==> src/rtl/rename_free_list.sv <==
// rtl/rename_free_list.sv - circular free list of physical register indices for rename
//
// Purpose: FIFO of free physical registers. Rename pops from the speculative
// head, commit pushes the displaced mapping at the tail. A retire head
// (rhead) tracks the architectural allocation point so that a flush can
// reclaim every speculative allocation in a single cycle.
//
// Ports:
//   clk, rst         clock, synchronous active-high reset
//   alloc_req        rename consumes pd_new this cycle
//   alloc_ok         list non-empty, pd_new valid
//   pd_new           physical register at the speculative head
//   commit_valid     retiring instruction releases commit_old_pd
//   commit_old_pd    displaced physical register returned to the list
//   flush_valid      recovery: head snaps back to the retire head
//   free_count       number of free entries
//   overflow_err     sticky, set when a release arrives while full
module rename_free_list #(
  parameter int LOG_REGS = 32,
  parameter int PHY_REGS = 64
) (
  input  logic                        clk,
  input  logic                        rst,
  input  logic                        alloc_req,
  output logic                        alloc_ok,
  output logic [$clog2(PHY_REGS)-1:0] pd_new,
  input  logic                        commit_valid,
  input  logic [$clog2(PHY_REGS)-1:0] commit_old_pd,
  input  logic                        flush_valid,
  output logic [$clog2(PHY_REGS-LOG_REGS):0] free_count,
  output logic                        overflow_err
);

  localparam int FL_DEPTH = PHY_REGS - LOG_REGS;
  localparam int PRF_BITS = $clog2(PHY_REGS);
  localparam int PTR_BITS = $clog2(FL_DEPTH) + 1;
  localparam int IDX_BITS = PTR_BITS - 1;

  logic [PRF_BITS-1:0] fl_mem [FL_DEPTH];
  logic [PTR_BITS-1:0] head, tail, rhead;
  logic [PTR_BITS-1:0] rhead_next;
  logic                full, enq, deq;

  // Pointers are {wrap, idx}; idx counts 0..FL_DEPTH-1 so a non power-of-two
  // depth still wraps correctly.
  function automatic logic [PTR_BITS-1:0] ptr_inc(input logic [PTR_BITS-1:0] p);
    if (p[IDX_BITS-1:0] == IDX_BITS'(FL_DEPTH - 1))
      return {~p[PTR_BITS-1], {IDX_BITS{1'b0}}};
    else
      return p + PTR_BITS'(1);
  endfunction

  // Entries from b up to (not including) a, honouring the wrap bit.
  function automatic logic [PTR_BITS-1:0] ptr_dist(input logic [PTR_BITS-1:0] a,
                                                   input logic [PTR_BITS-1:0] b);
    if (a[PTR_BITS-1] == b[PTR_BITS-1])
      return {1'b0, a[IDX_BITS-1:0] - b[IDX_BITS-1:0]};
    else
      return PTR_BITS'(FL_DEPTH) - {1'b0, b[IDX_BITS-1:0]} + {1'b0, a[IDX_BITS-1:0]};
  endfunction

  assign free_count = ptr_dist(tail, head);
  assign alloc_ok   = (free_count != '0);
  assign full       = (free_count == PTR_BITS'(FL_DEPTH));
  assign pd_new     = fl_mem[head[IDX_BITS-1:0]];

  // A release into a full list is dropped entirely (no pointer moves).
  assign enq        = commit_valid && !full;
  assign deq        = alloc_req && alloc_ok && !flush_valid;
  assign rhead_next = enq ? ptr_inc(rhead) : rhead;

  always_ff @(posedge clk) begin
    if (rst) begin
      for (int i = 0; i < FL_DEPTH; i++)
        fl_mem[i] <= PRF_BITS'(LOG_REGS + i);
      head         <= '0;
      rhead        <= '0;
      tail         <= {1'b1, {IDX_BITS{1'b0}}};
      overflow_err <= 1'b0;
    end else begin
      if (enq) begin
        fl_mem[tail[IDX_BITS-1:0]] <= commit_old_pd;
        tail                       <= ptr_inc(tail);
      end
      if (commit_valid && full)
        overflow_err <= 1'b1;
      rhead <= rhead_next;
      // Flush wins over allocation; the head lands on the retire head
      // including this cycle's commit.
      if (flush_valid)
        head <= rhead_next;
      else if (deq)
        head <= ptr_inc(head);
    end
  end

  // p0 belongs to x0 and must never be returned to the list.
  always_ff @(posedge clk) begin
    if (!rst && commit_valid)
      assert (commit_old_pd != '0);
  end

  // Everything between rhead and tail is either free or speculatively held.
  always_ff @(posedge clk) begin
    if (!rst)
      assert (ptr_dist(tail, rhead) == PTR_BITS'(FL_DEPTH));
  end

endmodule
==> config.mk <==
export PLATFORM = sky130hd
export DESIGN_NAME = rename_free_list
export DESIGN_NICKNAME = d
export VERILOG_FILES = /design/src/rtl/rename_free_list.sv
export SDC_FILE = /design/constraint.sdc
export NUM_CORES = 1
export LEC_CHECK = 0
export CAP_MARGIN = 5
export CORE_ASPECT_RATIO = 0.9
export CORE_MARGIN = 2
export CORE_UTILIZATION = 33
export DETAILED_ROUTE_END_ITERATION = 10
export HOLD_SLACK_MARGIN = 0.03
export SKIP_LAST_GASP = 1
export SLEW_MARGIN = 20
export SYNTH_ARGS = -nofsm -noshare
export SYNTH_HDL_FRONTEND = slang
export SYNTH_SLANG_ARGS = --single-unit
==> constraint.sdc <==
create_clock -name clk -period 3 [get_ports clk]
set_input_delay 0.6 -clock clk [delete_from_list [all_inputs] [get_ports clk]]
set_output_delay 0.6 -clock clk [all_outputs]
set_load 0.005 [all_outputs]
# Word level (Yosys, flattened, before mapping)
# Memory sizes are Yosys's and may differ from the RTL's. A register that Yosys moved wholly into a read port is not among the register bits.
# Cells that the tools add are included.
# totals
ff_bits	19
ramBits	192
input_bits	11
output_inout_bits	14
memories	1
# classes
addsub	6
n_eq_ne	5
mux	17
n_bitwise	3
reduce_logical	9
# mem_list
memory	words	width	rd	rd_clocked_by_memory_dff	write_ports	line_no	text
fl_mem	32	6	1	1	32	39	logic [PRF_BITS-1:0] fl_mem [FL_DEPTH];
# ops
op	count
6-bit 2-to-1 mux	8
6-bit by 1-bit adder with 6-bit output, second input constant	3
5-bit == test, second input constant	3
5-bit 2-to-1 mux	3
6-bit by 5-bit adder with 6-bit output	1
6-bit == test, second input constant	1
1-bit 2-to-1 mux	6
6-bit nonzero test	1
6-bit OR reduction	1
6-bit by 5-bit subtractor with 6-bit output, first input constant	1
5-bit subtractor	1
1-bit logical AND	4
1-bit inverter	3
1-bit logical NOT	2
2-bit nonzero test	1
1-bit == test	1

# Longest topological paths before layout
# depth
word_depth	11
mapped_depth	14
mapped_depth_nobuf	11

# Least setup slack after synthesis
# No wires, ideal clock.
# synth_timing
path_kind	reg2reg
start	register tail[0]
end	memory fl_mem[20][0] in the netlist's numbering, enable pin
arrival_time_ns	2.631
t_required_ns	2.682
path_slack_ns	0.051
stages_incl_launch_ff	14
path_buffers	2
synth_period_minus_slack_ns	2.949
path_cell_list	dfxtp_1 > inv_1 > ha_1 > inv_1 > fa_1 > a21o_1 > a21oi_1 > xor2_2 > o211a_1 > buf_6 > a21o_2 > buf_4 > nor2_1 > or2_1
# synth_rtl
item	line_no	text
from (decl)	40	logic [PTR_BITS-1:0] head, tail, rhead;
from (signal assigned)	78	tail <= {1'b1, {IDX_BITS{1'b0}}};
from (signal assigned)	83	tail <= ptr_inc(tail);
to (decl)	39	

==> metrics.log <==
[metrics] status: finished with violations
[metrics] violations in the final reports: setup timing
[metrics] layout-stage area growth over the synthesis result: 24.28%
[metrics] number of warnings issued by yosys: 0
[metrics] Die Span Y: 173.1 um
[metrics] leakage power total: 4.185 nW
[metrics] maximum buffer depth of the clock tree: 3
[metrics] placeable core region: 0.03106 mm^2
[metrics] number of design rule violations left after detail routing: 0
[metrics] most frequent standard cell in the layout excluding fill and tap cells: sky130_fd_sc_hd__edfxtp_1
[metrics] Switching Share: 0.2565
[metrics] slowest stage cell, crit path: sky130_fd_sc_hd__mux4_2
[metrics] initial detailed-routing violation count: roughly 550
[metrics] net switching power of the design: roughly 1.9 mW
[metrics] Placement Rows: 61
[metrics] CP Data Arrival Time: 2.74 ns
[metrics] power per standard cell area: 578.8 mW/mm^2
[metrics] Comb pwr share: 0.199
[metrics] Placed Cells: 1241
[metrics] width of the chip: 191.9 um
[metrics] capturing element type of the critical path: primary output
[metrics] via count of the first global-routing pass: 6808
[metrics] final design instance area without fill: about 0.013 mm^2
[metrics] number of nets with antenna violations after routing: 0
[metrics] global router's overall resource usage: 0.1667
[metrics] footprint of the multi-input gates: between 0.004 and 0.005 mm^2
[metrics] maximum VDD drop: 416.7 uV
[metrics] top cell family by delay on the critical path: multiplexers
[metrics] number of buffer and inverter instances along the worst setup path: 4
[metrics] unrepaired setup endpoints after global routing: true
[metrics] worst setup skew after layout: between 0.02 and 0.025 ns
[metrics] headroom to the max-slew limit: 0.5791
[metrics] clock root buffer master: sky130_fd_sc_hd__clkbuf_16
[metrics] final clock period utilization by the worst path: 1.114
[metrics] area of the die: 0.03321 mm^2
[metrics] number of buffers added by the clock tree synthesis step: 23
[metrics] via-per-instance ratio: about 5.2
[metrics] final setup margin: -0.3405 ns
[metrics] flop and latch count out of synthesis: 216
[metrics] Final Hold Vio Count: 0
[metrics] final net count: between 900 and 1000
[metrics] count of placed standard cells in the final layout, fillers left out: around 1300
[metrics] Netlist cell types: 57
[metrics] Cell Int Power: 5.606 mW
[metrics] average cell area after synthesis: around 14 um^2
[metrics] number of top-level pins: 25
[metrics] DR pass1 iterations: 5
[metrics] sequential share of power: 0.448
[metrics] Worst path max stage delay: 0.55 ns
[metrics] critical path launch point type: flip-flop
[metrics] clock latency at the later pin of the worst-skew pair: approximately 0.53 ns
[metrics] CTS tree: built
[metrics] Synth Net Count: 794
[metrics] initial antenna violation count: 1
[metrics] final estimated routing congestion in global placement: 0.8074
[metrics] ordered cell list for the critical path: buf_12, buf_12, buf_6, mux4_2, mux4_2, mux2_4, buf_6
[metrics] HPWL Detailed: 17740 um
[metrics] Achievable Freq: 0.2994 GHz
[metrics] total of buffers placed on input and output ports: 24
[metrics] leftover overflow at the end of global routing: 0
[metrics] minimum hold slack: 0.4618 ns
[metrics] H-tree levels: 1
[metrics] sequential standard cell area: roughly 0.0063 mm^2
[metrics] DR vias: 6841
[metrics] predominant post-synthesis flop cell: sky130_fd_sc_hd__edfxtp_1
[metrics] Starting Density: 0.3375
[metrics] number of antenna cells inserted: 0
[metrics] Setup CP Type: reg -> out
[metrics] count of final max-slew check failures: 0
[metrics] sequential element share of the synthesized area: 0.5958
[metrics] final routed wire length divided by cell count: 20.74 um
[metrics] relative contribution of the clock network to total power: 0.353
[metrics] maximum fanout encountered on the critical timing path: 5
[metrics] cell area after placement: around 0.012 mm^2
[metrics] Setup-failing EPs final: 6
[metrics] share of flip-flops with an asynchronous set or reset: 0
[metrics] CTS Sinks: 216
[metrics] slew at the pin closest to its max-slew limit: approximately 0.63 ns
[metrics] netlist area before placement: 0.01048 mm^2
[metrics] share of post-route cells with drive strength above 1: 0.3381
[metrics] count of hold buffers inserted by post-cts repair: 0
[metrics] Worst Path Required: ~2.4 ns
[metrics] number of synthesized flops with an enable pin: 192
[metrics] largest net degree at the start of global routing: 54
[metrics] shortest clock period the worst path allows after layout: ~3.3 ns
[metrics] DRT Wirelength: 27250 um
[metrics] most used cells in the layout excluding fill and tap cells: sky130_fd_sc_hd__edfxtp_1, sky130_fd_sc_hd__buf_4, sky130_fd_sc_hd__nor2_1
[metrics] worst min-delay path class: reg -> reg
[metrics] Clock transition at path regs: approximately 0.060 ns
[metrics] number of cells produced by synthesis: 767
[metrics] wire length of the first global-routing pass: 42020 um
[metrics] Fill cells: 2783
[metrics] max_cap viols: 0
power by group through the flow:
stage | Sequential [mW] | Combinational (mW) | Clock (mW)
floorplan | 3.43 | 0.713 | 0
global placement | 3.44 | 1.18 | 0
detailed placement | 3.44 | 1.19 | 0
CTS | 3.38 | 1.41 | 2.70
global route | 3.39 | 1.60 | 2.80
finish | 3.38 | 1.50 | 2.66
timing repair:
action / in CTS / in global routing
pin swaps: 10 / 12
cloned: 3 / 0
setup endpoints to repair: 163 / 200
resized for setup: 72 / 21
setup buffers: 23 / 7
cell usage after synthesis (2+ instances only):
master                     instances  share of area
sky130_fd_sc_hd__nand3_1          10         0.0048
sky130_fd_sc_hd__nor3_1           29          0.014
sky130_fd_sc_hd__buf_6             5         0.0054
sky130_fd_sc_hd__a21oi_1          10         0.0048
sky130_fd_sc_hd__o221ai_1          2         0.0017
sky130_fd_sc_hd__and3_1           17          0.010
sky130_fd_sc_hd__nand4b_1          3         0.0025
sky130_fd_sc_hd__or4b_1            2         0.0019
sky130_fd_sc_hd__mux2i_1          10         0.0095
sky130_fd_sc_hd__o211a_1           2         0.0019
sky130_fd_sc_hd__or3b_2            2         0.0017
sky130_fd_sc_hd__xnor2_1           2         0.0017
sky130_fd_sc_hd__mux4_2           60           0.13
sky130_fd_sc_hd__or2_1             4         0.0024
sky130_fd_sc_hd__nand3b_1          3         0.0021
sky130_fd_sc_hd__edfxtp_1        192           0.55
sky130_fd_sc_hd__nand2b_1         14         0.0084
sky130_fd_sc_hd__a211oi_1          2         0.0014
sky130_fd_sc_hd__nor2b_1           3         0.0018
sky130_fd_sc_hd__buf_1             4         0.0014
sky130_fd_sc_hd__a21o_1            2         0.0014
sky130_fd_sc_hd__a31oi_1           3         0.0018
sky130_fd_sc_hd__or3_1            62          0.037
sky130_fd_sc_hd__and2_1           20          0.012
sky130_fd_sc_hd__nor2_1           69          0.025
sky130_fd_sc_hd__o211ai_1          3         0.0021
sky130_fd_sc_hd__or2_2            26          0.016
sky130_fd_sc_hd__nand2_1          64          0.023
sky130_fd_sc_hd__o21ai_4           2         0.0031
sky130_fd_sc_hd__dfxtp_1          24          0.046
sky130_fd_sc_hd__clkbuf_1         43          0.015
sky130_fd_sc_hd__a21o_2            3         0.0025
sky130_fd_sc_hd__a21oi_2           3         0.0025
sky130_fd_sc_hd__mux2_2            6         0.0064
sky130_fd_sc_hd__o21ai_0           3         0.0014
sky130_fd_sc_hd__nor3b_1           3         0.0021
sky130_fd_sc_hd__buf_2             8         0.0038
sky130_fd_sc_hd__ha_1             15          0.018
sky130_fd_sc_hd__inv_1            14         0.0050
worst reg2reg max path, stage by stage (launching register included):
cell                       delay (ns)
sky130_fd_sc_hd__dfxtp_2         0.32
sky130_fd_sc_hd__inv_2           0.07
sky130_fd_sc_hd__ha_4            0.14
sky130_fd_sc_hd__inv_4           0.04
sky130_fd_sc_hd__fa_2            0.34
sky130_fd_sc_hd__a21o_1          0.18
sky130_fd_sc_hd__a21oi_2         0.17
sky130_fd_sc_hd__xor2_2          0.10
sky130_fd_sc_hd__o211a_4         0.15
sky130_fd_sc_hd__buf_4           0.17
sky130_fd_sc_hd__buf_4           0.17
sky130_fd_sc_hd__a21oi_1         0.34
sky130_fd_sc_hd__nand2_1         0.17
sky130_fd_sc_hd__nand2b_1        0.14
sky130_fd_sc_hd__buf_4           0.14
path summary, 6_finish.rpt:
| check | slack [ns] | startpoint | end | depth (start not counted) |
|---|---|---|---|---|
| max | -0.34 | flip-flop | pd_new[3] | 7 |
| min | 0.46 | overflow_err | overflow_err | 2 |
| max reg2reg | 0.10 | tail[0] | fl_mem[0][2] | 14 |
| min reg2reg | 0.46 | overflow_err | overflow_err | 2 |
cell families after synthesis:
logic type | share of synthesized area
multiplexers | 0.1449
AND/OR/NAND/NOR | 0.1666
adder cells (fa/ha/maj) | 0.01981
AO/OA/AOI/OAI | 0.03318
buffers and inverters | 0.03402
flip-flops | 0.5958
XOR/XNOR | 0.005611
routing by layer:
layer | vias up | global-route usage | part of all wire
li1 | 3135 | - | -
met1 | 3487 | 0.2440 | 0.46
met2 | 183 | 0.2589 | 0.46
met3 | 34 | 0.02902 | 0.063
met4 | 2 | 0.03654 | 0.016
met5 | - | 0 | 0.00048
through the flow:
step | setup WS, ns | total power [mW] | TNS, ns | util
2_1_floorplan | 0.05111 | 4.138 | 0 | -
3_3_place_gp | -0.04398 | 4.627 | -0.9191 | 0.3787
3_5_place_dp | -0.1066 | 4.636 | -8.638 | 0.3787
4_1_cts | -0.3258 | 7.485 | -2.049 | 0.4143
5_1_grt | -0.3678 | 7.788 | -2.066 | 0.4194
6_report | -0.3405 | 7.540 | -1.792 | 0.4194
flip-flops by register name (all words and copies together) (netlist names), named ones only:
signal / flops
head: 6
rhead: 6
fl_mem: 192
tail: 6
overflow_err: 1
cell type report:
class | count | share of cell area
multi-input cells | 474 | 0.3129
flip-flops and latches | 216 | 0.4800
clock buffers | 29 | 0.04591
clock inverters | 13 | 0.006723
repair buffers | 158 | 0.1103
well taps | 409 | 0.03928
inverters | 15 | 0.004898
Note: power is estimated with default switching activity, not from simulation.
